===== config.mk =====
export PLATFORM = sky130hd
export DESIGN_NAME = n_bit_serial_add
export DESIGN_NICKNAME = d
export VERILOG_FILES = /design/src/rtl/n_bit_serial_add.sv
export SDC_FILE = /design/constraint.sdc
export NUM_CORES = 1
export LEC_CHECK = 0
export ABC_AREA = 1
export ABC_CLOCK_PERIOD_IN_PS = 2300
export CORE_UTILIZATION = 53
export DETAILED_ROUTE_END_ITERATION = 12
export DONT_BUFFER_PORTS = 1
export PLACE_DENSITY = 0.66
export SYNTH_ARGS = -nofsm -noshare
export SYNTH_HDL_FRONTEND = slang
export SYNTH_SLANG_ARGS = --single-unit
export TNS_END_PERCENT = 10

===== constraint.sdc =====
create_clock -name clk -period 2.3 [get_ports clk]
set_clock_uncertainty 0.15 [all_clocks]
set_input_delay 0.345 -clock clk [delete_from_list [all_inputs] [get_ports clk]]
set_output_delay 0.345 -clock clk [all_outputs]
set_load 0.02 [all_outputs]

===== src/rtl/n_bit_serial_add.sv =====
// rtl/n_bit_serial_add.sv - bit-serial N-bit unsigned adder, LSB first, one full-adder cell
// Optional signed-overflow output ovf is built when ADD_OVF_EN is defined.
module n_bit_serial_add #(
   parameter int Nsize = 4
) (
   input  logic             clk,
   input  logic             rst,
   input  logic             start,
   input  logic [Nsize-1:0] a,
   input  logic [Nsize-1:0] b,
   output logic             busy,
   output logic             done,
   output logic [Nsize-1:0] sum,
   output logic             cout
`ifdef ADD_OVF_EN
   ,
   output logic             ovf
`endif
);

   localparam int CW = (Nsize > 1) ? $clog2(Nsize) : 1;

   typedef enum logic {IDLE, RUN} state_t;

   state_t           state;
   logic [Nsize-1:0] a_sr;
   logic [Nsize-1:0] b_sr;
   logic [Nsize-1:0] sum_sr;
   logic             carry;
   logic [CW-1:0]    cnt;

   logic             s_bit;
   logic             c_next;
   logic             last;

   // Single full-adder cell working on the current LSBs
   always_comb begin
      s_bit  = a_sr[0] ^ b_sr[0] ^ carry;
      c_next = (a_sr[0] & b_sr[0]) | (a_sr[0] & carry) | (b_sr[0] & carry);
      last   = (cnt == CW'(Nsize - 1));
   end

   always_ff @(posedge clk or posedge rst) begin
      if (rst) begin
         state  <= IDLE;
         a_sr   <= '0;
         b_sr   <= '0;
         sum_sr <= '0;
         carry  <= 1'b0;
         cnt    <= '0;
         busy   <= 1'b0;
         done   <= 1'b0;
         sum    <= '0;
         cout   <= 1'b0;
`ifdef ADD_OVF_EN
         ovf    <= 1'b0;
`endif
      end else begin
         case (state)
            IDLE: begin
               done <= 1'b0;
               if (start) begin
                  a_sr   <= a;
                  b_sr   <= b;
                  sum_sr <= '0;
                  carry  <= 1'b0;
                  cnt    <= '0;
                  busy   <= 1'b1;
                  state  <= RUN;
               end
            end
            RUN: begin
               sum_sr <= {s_bit, sum_sr[Nsize-1:1]};
               a_sr   <= a_sr >> 1;
               b_sr   <= b_sr >> 1;
               carry  <= c_next;
               cnt    <= cnt + 1'b1;
               // Results are published only here, so no partial sum is ever visible
               if (last) begin
                  state <= IDLE;
                  busy  <= 1'b0;
                  done  <= 1'b1;
                  sum   <= {s_bit, sum_sr[Nsize-1:1]};
                  cout  <= c_next;
`ifdef ADD_OVF_EN
                  ovf   <= carry ^ c_next;
`endif
               end
            end
            default: state <= IDLE;
         endcase
      end
   end

endmodule


* Yosys cells after proc, flatten, opt, wreduce, memory -nomap -nowiden
Cells that the tools add are included. Widths: inputs -> output; s select.
Cells by class: multiplexer cells 18, add/subtract/negate cells 1, equality and inequality tests 3, reductions and logical operators 2, bitwise operators 8
Operator list (number):
- $pmux 4 s2 | 3
- $mux 4 | 3
- $pmux 1 s2 | 4
- $mux 1 | 6
- $pmux 2 s2 | 1
- $reduce_and 2->1 | 2
- $and 1x1->1 | 3
- $add 2x1->2 const B | 1
- $eq 2x2->1 const B | 1
- $mux 2 | 1
- $ne 2x1->1 const B | 1
- $ne 2x2->1 const B | 1
- $or 1x1->1 | 2
- $xor 1x1->1 | 2
- $not 1->1 | 1
Storage, ports and cells: register bits after elaboration 23, logic and storage cells 42, bits of input ports 11

* Logic depth before layout (Yosys ltp)
Gate-level depths: netlist of the first run.
word-level depth 4, gate-level depth with buffers 5, depth with buffers taken out 5

* Worst setup path after synthesis of the first run
Ideal clock, no wire load.
path type reg-to-reg, start point register a_sr[0], end point register sum[3], stages on the path, launching flop included 4, arrival time 0.972 ns, clock period less this slack 1.238 ns, setup slack 1.062 ns, required time 2.033 ns, path buffers 0, setup time 0.117 ns, cells stage by stage dfrtp_1 -> fa_1 -> nand2_1 -> nand2_1
On the way: word-level cells in the longest chain between the ends 2
Ends and longest elaborated chain:
- start, declared | line 26 | logic [Nsize-1:0] a_sr;
- start signal, assigned | line 74 | a_sr <= a_sr >> 1;
- $xor 1x1->1 (2 in series) | line 38 | s_bit = a_sr[0] ^ b_sr[0] ^ carry;
- net s_bit | line 32 | logic s_bit;
- end signal, assigned | line 83 | sum <= {s_bit, sum_sr[Nsize-1:1]};
- end, declared | line 13 | output logic [Nsize-1:0] sum,
The timed path passes the listed nets, and every way through them passes these cells. A chain may end at the register's enable or synchronous reset.

* Final worst setup path of the first run
start point register state, end point register b_sr[2]
On the way: word-level cells in the longest chain between the ends 2
Ends and longest elaborated chain:
- start, declared | line 25 | state_t state;
- start signal, assigned | line 45 | state <= IDLE;
- start signal, assigned | line 69 | state <= RUN;
- start signal, assigned | line 80 | state <= IDLE;
- $not 1->1
- $pmux 4 s2 / $ne 2x2->1 (equally long branches)
- end signal, assigned | line 75 | b_sr <= b_sr >> 1;
- end, declared | line 27 | logic [Nsize-1:0] b_sr;
Parallel ways exist; a longest one is shown, timed or not.

==> results of run 1 <==
[power by group through the flow]
| stage | Clock (W) | Sequential (W) | Combinational [W] |
|---|---|---|---|
| global route | 0.000227 | 0.000747 | 0.000423 |
| finish | 0.000211 | 0.000719 | 0.000351 |
| floorplan | 0 | 0.000688 | 0.000339 |
| detailed placement | 0 | 0.000730 | 0.000357 |
| CTS | 0.000215 | 0.000722 | 0.000361 |
| global placement | 0 | 0.000723 | 0.000345 |
[area by class of cell]
| class | count | share of cell area, % |
|---|---|---|
| Clock buffer | 4 | 3.666 |
| Inverter | 7 | 3.161 |
| Sequential cell | 22 | 55.63 |
| Multi-Input combinational cell | 65 | 33.50 |
| Tap cell | 24 | 3.034 |
| Timing Repair Buffer | 1 | 1.011 |
[per-stage QoR]
stage	hold slack (ns)	worst slack (ns)	std cells	util (%)
2_1_floorplan	0.1842	1.062	98	-
3_3_place_gp	0.2797	0.9568	118	59.18
3_5_place_dp	0.2904	0.8967	118	59.18
4_1_cts	0.01330	0.8725	123	62.09
5_1_grt	0.003220	0.7725	123	62.09
6_report	0.01976	0.8759	123	62.09
[flip-flops by register name, indices dropped and copies added (netlist names)]
name and count:
sum_sr 3, carry 1, sum 4, a_sr 4, done 1, busy 1
b_sr 4, cout 1, cnt 2, state 1
[layer usage]
metal / part of all wire [%] / wire, um
met5: 0 / 0
met4: 1.3 / 19
met1: 50 / 754
met2: 44 / 670
met3: 4.2 / 63
[timing repair]
item,4_1_cts,5_1_grt
hold endpoints to repair,22,0
buffers inserted,0,0
hold buffers,1,0
[logic make-up after synthesis]
logic type / count (synthesis)
flops: 22
compound gates: 8
simple gates: 55
buf+inv: 11
fa+ha+maj: 2
[worst max path at each step]
| stage | from | slack, ns | to | cells past startpoint |
|---|---|---|---|---|
| global placement | state | 0.96 | b_sr[1] | 3 |
| detailed placement | state | 0.90 | b_sr[2] | 3 |
| global route | state | 0.77 | b_sr[2] | 3 |
| floorplan | a_sr[0] | 1.06 | sum[3] | 3 |
| finish | state | 0.88 | b_sr[2] | 3 |
| CTS | state | 0.87 | b_sr[2] | 3 |
[worst max-delay path, cell delays in order (launching register included)]
cell and delay, ns:
dfrtp_1 0.71, inv_2 0.23, nand3_1 0.13, nand3_1 0.08
[cell usage in the layout, fill, tap and decap left out, types with 3 or more instances in the layout]
| master | count |
|---|---|
| nand2_1 | 38 |
| dfrtp_1 | 22 |
| nand3_1 | 14 |
| inv_1 | 5 |
| o21ai_2 | 3 |
| o21ai_1 | 3 |
| clkbuf_4 | 3 |
==> out/qor.yml, run 1 <==
outcome: "finished clean"
seq_power_share_pct: 56.1
crit_required_ns: 2.34
end_kind: "register"
grtUsageMet1_pct: 24.04
clock_latency_ns: 0.31
ys_top_cells_by_count: "nand2_1 (38), dfrtp_1 (22), nand3_1 (14), inv_1 (5)"
grt_pass1_vias: 664
switchingPower_w: 0.0005088
post_cts_resize_count: 0
maxSlewHeadroom_pct: 45.92
multiInputGateArea_um2: 331.6
core_um2: 1594
die_h_um: 44.39
root_buffer: "clkbuf_4"
synth-adder-area-share_pct: 3.417
min-delay-start: "a[3]"
drtAntennaViolNets: 0
clkTransAtPathRegs_ns: 0.12
synth_compound_area_share_pct: 5.388
dpl.hpwl_mm: 1.041
rsz0062_at_grt: "no"
setup_tns_ns: 0
async_flop_share_pct: 100.0
cts_htree_levels: 1
busiest_layer: "met2"
power_density_nw_per_um2: 1294
synthXorXnorAreaFrac_pct: 0
routed-via-count: 622
synth-edff-count: 0
period_share_pct: 61.92
worstPathMaxFanout: 13
track_usage_pct: 19.37
total_power_w: 0.001281
fmax_mhz: 702.2
period_minus_slack_ns: 1.424
leakage_nw: 0.4923
drive_above_1_share_pct: 11.11
grtUsageMet2_pct: 32.94
dieArea_um2: 1970
grt_first_pass_wirelength_mm: 2.725
cp_data_arrival_time_ns: 1.47
pwr-share-comb_pct: 27.4
synth.distinct_cells: 17
synth_seq_cells: 22
synth_area_leader_cell: "dfrtp_1"
grt_overflow: 0
firstDrtPassIters: 4
ioPinCount: 18
gp_congestion: 0.6973
syn_nets: 111
synth-simple-area-share_pct: 26.02
dieWidth_um: 44.39
holdCritPathClass: "in -> reg"
regArea_um2: 550.5
internal_power_w: 0.0007722
placementRows: 14
path_class: "reg -> reg"
area_growth_pct: 3.942
rrSetupSlack_ns: 0.88
synthCells: 98
cap_violations: 0
drc_errors: 0
antenna_found_initial: 0
syn_area_um2: 952.2
num-fill-cells: 147
ir_worst_vdd_uv: 717.8
cts_tree: "built"
numClockSinks: 22
yosys-mux-area-fraction_pct: 0
worstHoldPathCells: 2
vias_per_cell: 5.057
cts_buffer_depth: 2
timing.rr.start: "state"
grt_max_degree: 23
grt_util_met3_pct: 3.265
synth_ff_type: "dfrtp_1"
swShare_pct: 39.72
drtIter0Drc: 9
reg2reg_depth: 3
power_frac_clock_pct: 16.5
yosysMostFrequentCell: "nand2_1"
yosysSeqAreaShare_pct: 57.82
placed_area_um2: 943.4
fin_area_um2: 989.7
synthTopCellsByArea: "dfrtp_1 (58%), nand2_1 (15%), nand3_1 (7.4%)"
holdPathEnd: "a_sr[3]"
yosysWarnings: 0
post_drt_wl_per_cell_um: 12.25
worst_slew_pin_slew_ns: 0.8103
initial_utilization_pct: 59.73
setup_viol: 0
timing.rr.end: "b_sr[2]"
crit_path_start_kind: "register"
wirelength_mm: 1.507
fin_nets: 113
syn_avg_cell_area_um2: 9.716
maxSlewViolCount: 0
antenna_cells: 0
port-buffer-count: 0
numCtsBuffers: 3
synth_top_family_by_area: "simple AND/OR/NAND/NOR gates"
synth_top_area_share_pct: 57.82
finalHoldViolations: 0
Power figures use the tool's default switching activity.
==> run 2: changes to the inputs <==
--- a/config.mk
+++ b/config.mk
@@ -6,7 +6,7 @@
 export NUM_CORES = 1
 export LEC_CHECK = 0
 export ABC_AREA = 1
-export ABC_CLOCK_PERIOD_IN_PS = 2300
+export ABC_CLOCK_PERIOD_IN_PS = 1500
 export CORE_UTILIZATION = 53
 export DETAILED_ROUTE_END_ITERATION = 12
 export DONT_BUFFER_PORTS = 1
==> constraint.sdc (replaced) <==
create_clock -name clk -period 1.5 [get_ports clk]
set_clock_uncertainty 0.15 [all_clocks]
set_input_delay 0.225 -clock clk [delete_from_list [all_inputs] [get_ports clk]]
set_output_delay 0.225 -clock clk [all_outputs]
set_load 0.02 [all_outputs]
==> out/qor.yml, run 2 (same netlist as run 1, synthesis figures left out) <==
worst_slew_pin_slew_ns: 0.4591  # -0.3513 ns
mostFrequentLayoutCells: "nand2_1 (38), dfrtp_1 (22), nand3_1 (14)"
dpl.hpwl_um: 976  # -6.3%
antenna_cells: 0  # unchanged
gp_congestion: 0.7287  # +4.5%
numClockSinks: 22  # unchanged
path_class: "in -> reg"
cts_buffer_depth: 2  # unchanged
drtAntennaViolNets: 0  # unchanged
m1WireLength_um: 779  # +3.3%
clkTransAtPathRegs_ns: 0.11  # about the same
setup_tns_ns: 0  # unchanged
vias_per_cell: 4.947  # -2.2%
wirelength_mm: 1.673  # +11%
maxSlewHeadroom_pct: 69.30  # +23 points
grt_first_pass_wirelength_mm: 2.946  # +8.1%
track_usage_pct: 20.73  # +1.4 points
routed-via-count: 658  # +5.8%
post_cts_buffers: 0  # unchanged
die_h_um: 44.39  # unchanged
crit_path_start_kind: "primary input"
fmax_mhz: 712.0
cp_data_arrival_time_ns: 1.49  # +0.02 ns
final_common_cell: "nand2_1"
antenna_found_initial: 0  # unchanged
end_kind: "register"
area_growth_pct: 13.54
maxSlewViolCount: 0  # unchanged
finalHoldViolations: 0  # unchanged
grt_pass1_vias: 695  # +4.7%
post_drt_wl_per_cell_um: 12.58  # +2.7%
numCtsBuffers: 3  # unchanged
outcome: "finished clean"
fin_nets: 124  # +9.7%
setup_viol: 0  # unchanged
port-buffer-count: 0  # unchanged
leakage_nw: 0.5320  # +8.1%
dieWidth_um: 44.39  # unchanged
timing.rr.start: "a_sr[0]"
placementRows: 14  # unchanged
grt_max_degree: 23  # unchanged
crit_required_ns: 1.58  # -0.76 ns
cap_violations: 0  # unchanged
post_cts_resize_count: 0  # unchanged
ioPinCount: 18  # unchanged
clock_latency_ns: 0.29  # -0.02 ns
root_buffer: "clkbuf_4"
reg2reg_depth: 3  # unchanged
core_um2: 1594  # unchanged
reg.largest.list: "a_sr: 4 flops, b_sr: 4 flops, sum: 4 flops"
drtIter0Drc: 7  # -2
dieArea_um2: 1970  # unchanged
highest_layer: "met4"
period_share_pct: 93.64
holdCritPathClass: "in -> async"
cts_htree_levels: 1  # unchanged
period_minus_slack_ns: 1.405
routed-wl-met2_um: 833  # +24%
ir_worst_vdd_uv: 1042  # +45%
worstPathMaxFanout: 15  # +2
firstDrtPassIters: 4  # unchanged
holdBufCountCts: 10  # +9
drc_errors: 0  # unchanged
cp-startpoint: "start"
rsz0062_at_grt: "no"
power_density_nw_per_um2: 1792  # +38%
cts_tree: "built"
grt_overflow: 0  # unchanged
initial_utilization_pct: 59.73  # unchanged
timing.hold.ws_ns: 0.2407  # +0.2209 ns
drive_above_1_share_pct: 11.01  # -0.10 points
route.met3.wl_um: 54  # -14%
[run 2: changes by cell type in the layout (fill, tap and decap cells not counted)]
cell / before / now
buf_4: 0 / 2
clkbuf_8: 1 / 0
dlygate4sd3_1: 1 / 10
[run 2: stage by stage]
stage | setup WS (ns) | cell area [um^2] | util [%] | total power [W] | std cells
after floorplan | 0.2618 | 952.2 | - | 0.001575 | 98
after detailed placement | 0.1900 | 958.4 | 60.13 | 0.001675 | 120
after global routing | 0.03482 | 1081 | 67.82 | 0.002105 | 133
after CTS | 0.1605 | 1081 | 67.82 | 0.001953 | 133
final | 0.09541 | 1081 | 67.82 | 0.001937 | 133
after global placement | 0.2323 | 958.4 | 60.13 | 0.001650 | 120
[run 2: worst paths after layout]
check / to / slack (ns)
max in group asynchronous: b_sr[1] / 0.73
worst min-delay path: cnt[1] / 0.24
worst min register to register: cnt[1] / 0.34
worst max-delay path: a_sr[2] / 0.1
worst max register to register: sum_sr[3] / 0.18
min in group clk: cnt[1] / 0.34
[run 2: layer usage]
metal	GRT usage, %	vias up
li1	-	331
met1	25.00	305
met2	38.53	20
met3	4.082	2
met4	3.636	0
met5	0	-
[run 2: power breakdown]
group	internal, W	switching [W]
clock	0.0000933	0.000160
sequential	0.000824	0.000267
combinational	0.000242	0.000351
total	0.00116	0.000778
[run 2: layout make-up]
class,count,area [um^2]
Clock buffer,3,22.52
Fill cell,133,513.0
Inverter,7,31.28
Multi-Input combinational cell,65,331.6
Sequential cell,22,550.5
Tap cell,24,30.03
Timing Repair Buffer,12,115.1
[run 2: worst max-delay path: stages]
cell and delay [ns]:
dlygate4sd3_1 0.71, nor2_4 0.34, nand2_1 0.11, nand3_1 0.09
==> run 3: changes to the inputs <==
--- a/config.mk
+++ b/config.mk
@@ -5,12 +5,12 @@
 export SDC_FILE = /design/constraint.sdc
 export NUM_CORES = 1
 export LEC_CHECK = 0
-export ABC_AREA = 1
 export ABC_CLOCK_PERIOD_IN_PS = 1500
 export CORE_UTILIZATION = 53
 export DETAILED_ROUTE_END_ITERATION = 12
 export DONT_BUFFER_PORTS = 1
 export PLACE_DENSITY = 0.66
+export REMOVE_ABC_BUFFERS = 1
 export SYNTH_ARGS = -nofsm -noshare
 export SYNTH_HDL_FRONTEND = slang
 export SYNTH_SLANG_ARGS = --single-unit
==> out/qor.yml, run 3 <==
setup_viol: 0  # unchanged
synth.distinct_cells: 20  # +3
post_drt_wl_per_cell_um: 13.99  # +11%
total_power_w: 0.002171  # +12%
dieArea_um2: 2005  # +1.8%
drive_above_1_share_pct: 16.67  # +5.7 points
cts_tree: "built"
fin_nets: 104  # -16%
worst_slew_pin_slew_ns: 0.6597  # +0.2006 ns
synth_ff_type: "dfrtp_1"
syn_avg_cell_area_um2: 12.59  # +30%
yosysMostFrequentCell: "dfrtp_1"
ys_top_cells_by_count: "dfrtp_1 (22), mux2i_1 (9), nand2_1 (9), o21ai_0 (6), mux2_4 (5)"
track_usage_pct: 18.13  # -2.6 points
port-buffer-count: 0  # unchanged
antenna_found_initial: 0  # unchanged
setup_tns_ns: 0  # unchanged
ioPinCount: 18  # unchanged
synthTopCellsByArea: "dfrtp_1 (57%), mux2i_1 (9.3%), mux2_4 (7.7%)"
drc_errors: 0  # unchanged
clkTransAtPathRegs_ns: 0.13  # +0.02 ns
cts_htree_levels: 1  # unchanged
vias_per_cell: 5.026  # +1.6%
cp-startpoint: "a_sr[0]"
numCtsBuffers: 3  # unchanged
reg.largest.list: "a_sr: 4 flops, b_sr: 4 flops, sum: 4 flops"
grt_overflow: 0  # unchanged
mostFrequentLayoutCells: "dfrtp_1 (22), mux2i_1 (9), nand2_1 (9), dlygate4sd3_1 (9), o21ai_0 (6)"
synth_seq_cells: 22  # unchanged
slowest_stage: "fa_1"
yosysSeqAreaShare_pct: 56.77  # -1.0 points
fmax_mhz: 696.6  # -2.2%
area_growth_pct: 17.81
leakage_nw: 0.5706  # +7.3%
period_minus_slack_ns: 1.436  # +0.03106 ns
cp_data_arrival_time_ns: 1.50  # about the same
numClockSinks: 22  # unchanged
power_density_nw_per_um2: 1901  # +6.1%
clock_latency_ns: 0.31  # +0.02 ns
grt_pass1_vias: 573  # -18%
routed-via-count: 578  # -12%
initial_utilization_pct: 56.16  # -3.6 points
cap_violations: 0  # unchanged
period_share_pct: 95.71  # +2.1 points
synth_top_area_share_pct: 56.77  # -1.0 points
path_class: "reg -> reg"
root_buffer: "clkbuf_4"
async_flop_share_pct: 100.0  # unchanged
crit_required_ns: 1.56  # -0.02 ns
worstPathMaxFanout: 2  # -13
synthCells: 77  # -21%
wirelength_mm: 1.609  # -3.8%
rsz0062_at_grt: "no"
syn_area_um2: 969.7  # +1.8%
holdCritPathClass: "in -> reg"
outcome: "finished clean"
dpl.hpwl_um: 944.9  # -3.2%
post_cts_buffers: 0  # unchanged
core_um2: 1727  # +8.3%
synth_area_leader_cell: "dfrtp_1"
min-delay-start: "start"
grt_first_pass_wirelength_mm: 2.477  # -16%
path_cells: "fa_1, mux2_4"
ir_worst_vdd_uv: 980.9  # -5.9%
antenna_cells: 0  # unchanged
maxSlewViolCount: 0  # unchanged
timing.critical_path.slowest_cell_delay_ns: 0.49  # -0.22 ns
crit_path_start_kind: "register"
timing.rr.start: "a_sr[0]"
firstDrtPassIters: 3  # -1
gp_congestion: 0.7190  # -1.3%
end_kind: "register"
cts_buffer_depth: 2  # unchanged
maxSlewHeadroom_pct: 56.02  # -13 points
die_h_um: 44.78  # +0.88%
dieWidth_um: 44.78  # +0.88%
drtAntennaViolNets: 0  # unchanged
finalHoldViolations: 0  # unchanged
final_common_cell: "dfrtp_1"
grt_max_degree: 23  # unchanged
synth-edff-count: 0  # unchanged
drtIter0Drc: 7  # unchanged
yosysWarnings: 0  # unchanged
placementRows: 15  # +1
[run 3: cell types whose count changed after synthesis, moves of 5 or more]
cell / change
mux2_4: +5
mux2i_1: +9
nand2_1: -29
nand3_1: -14
o21ai_0: +5
[run 3: report_power, final]
group | switching (W) | leakage (nW) | internal [W] | total (W)
logic | 0.000274 | 0.260 | 0.000360 | 0.000634
registers | 0.000262 | 0.282 | 0.000823 | 0.00108
clock network | 0.000183 | 0.0279 | 0.000270 | 0.000453
total | 0.000719 | 0.571 | 0.00145 | 0.00217
[run 3: kinds of logic (layout without fill, tap and decap cells)]
logic type               Yosys count  after routing  share of synthesized area, %
AO/OA/AOI/OAI                     13             13                         7.872
adder cells (fa/ha/maj)            2              2                         3.355
buffers and inverters              8             21                         5.677
flip-flops                        22             22                         56.77
multiplexers                      15             15                         18.19
AND/OR/NAND/NOR                   17             17                         8.128
[run 3: stage by stage]
stage | worst slack [ns] | util [%] | std cells | instance area (um^2) | hold WS (ns)
floorplan | 0.03540 | - | 72 | 925.9 | 0.06423
CTS | 0.02982 | 66.01 | 115 | 1140 | 0.01908
finish | 0.06436 | 66.16 | 115 | 1142 | 0.02226
global route | 0.03719 | 66.16 | 115 | 1142 | 0.01274
detailed placement | 0.07517 | 57.17 | 101 | 987.2 | 0.01680
global placement | 0.09076 | 57.17 | 101 | 987.2 | 0.01609
[run 3: what timing repair did]
item                                   4_1_cts  5_1_grt
resized for setup                            0        1
setup endpoints to repair                    0        8
endpoints found under the hold margin       35        0
hold buffers                                10        0
[run 3: critical path, delay by kind of cell, from the launching register on]
family / cells / cell delay [ns]
muxes: 1 / 0.27
adders and majority gates: 1 / 0.49
DFF: 1 / 0.42
[run 3: final cells by class]
cell class / instances / area (um^2)
clock buffer: 3 / 22.52
clock inverter: 1 / 30.03
fill: 143 / 584.3
inverter: 3 / 11.26
multi-input combinational: 47 / 364.1
sequential: 22 / 550.5
tap: 25 / 31.28
timing repair buffer: 14 / 132.6
[run 3: path summary, 6_finish.rpt]
kind                            endpoint  slack, ns  cells after the start
worst max-delay path              sum[3]       0.06                      2
worst min-delay path               carry       0.02                      2
worst max register to register    sum[3]       0.06                      2
worst min register to register   a_sr[1]       0.35                      2
max in group asynchronous        a_sr[2]       0.76                      3
min in group asynchronous           cout       0.22                      3
[run 3: metal layers]
metal,part of all wire [%],global-route usage (%)
met1,44,21.66
met2,50,29.71
met3,3.8,3.200
met4,2.2,12.73
met5,0,0
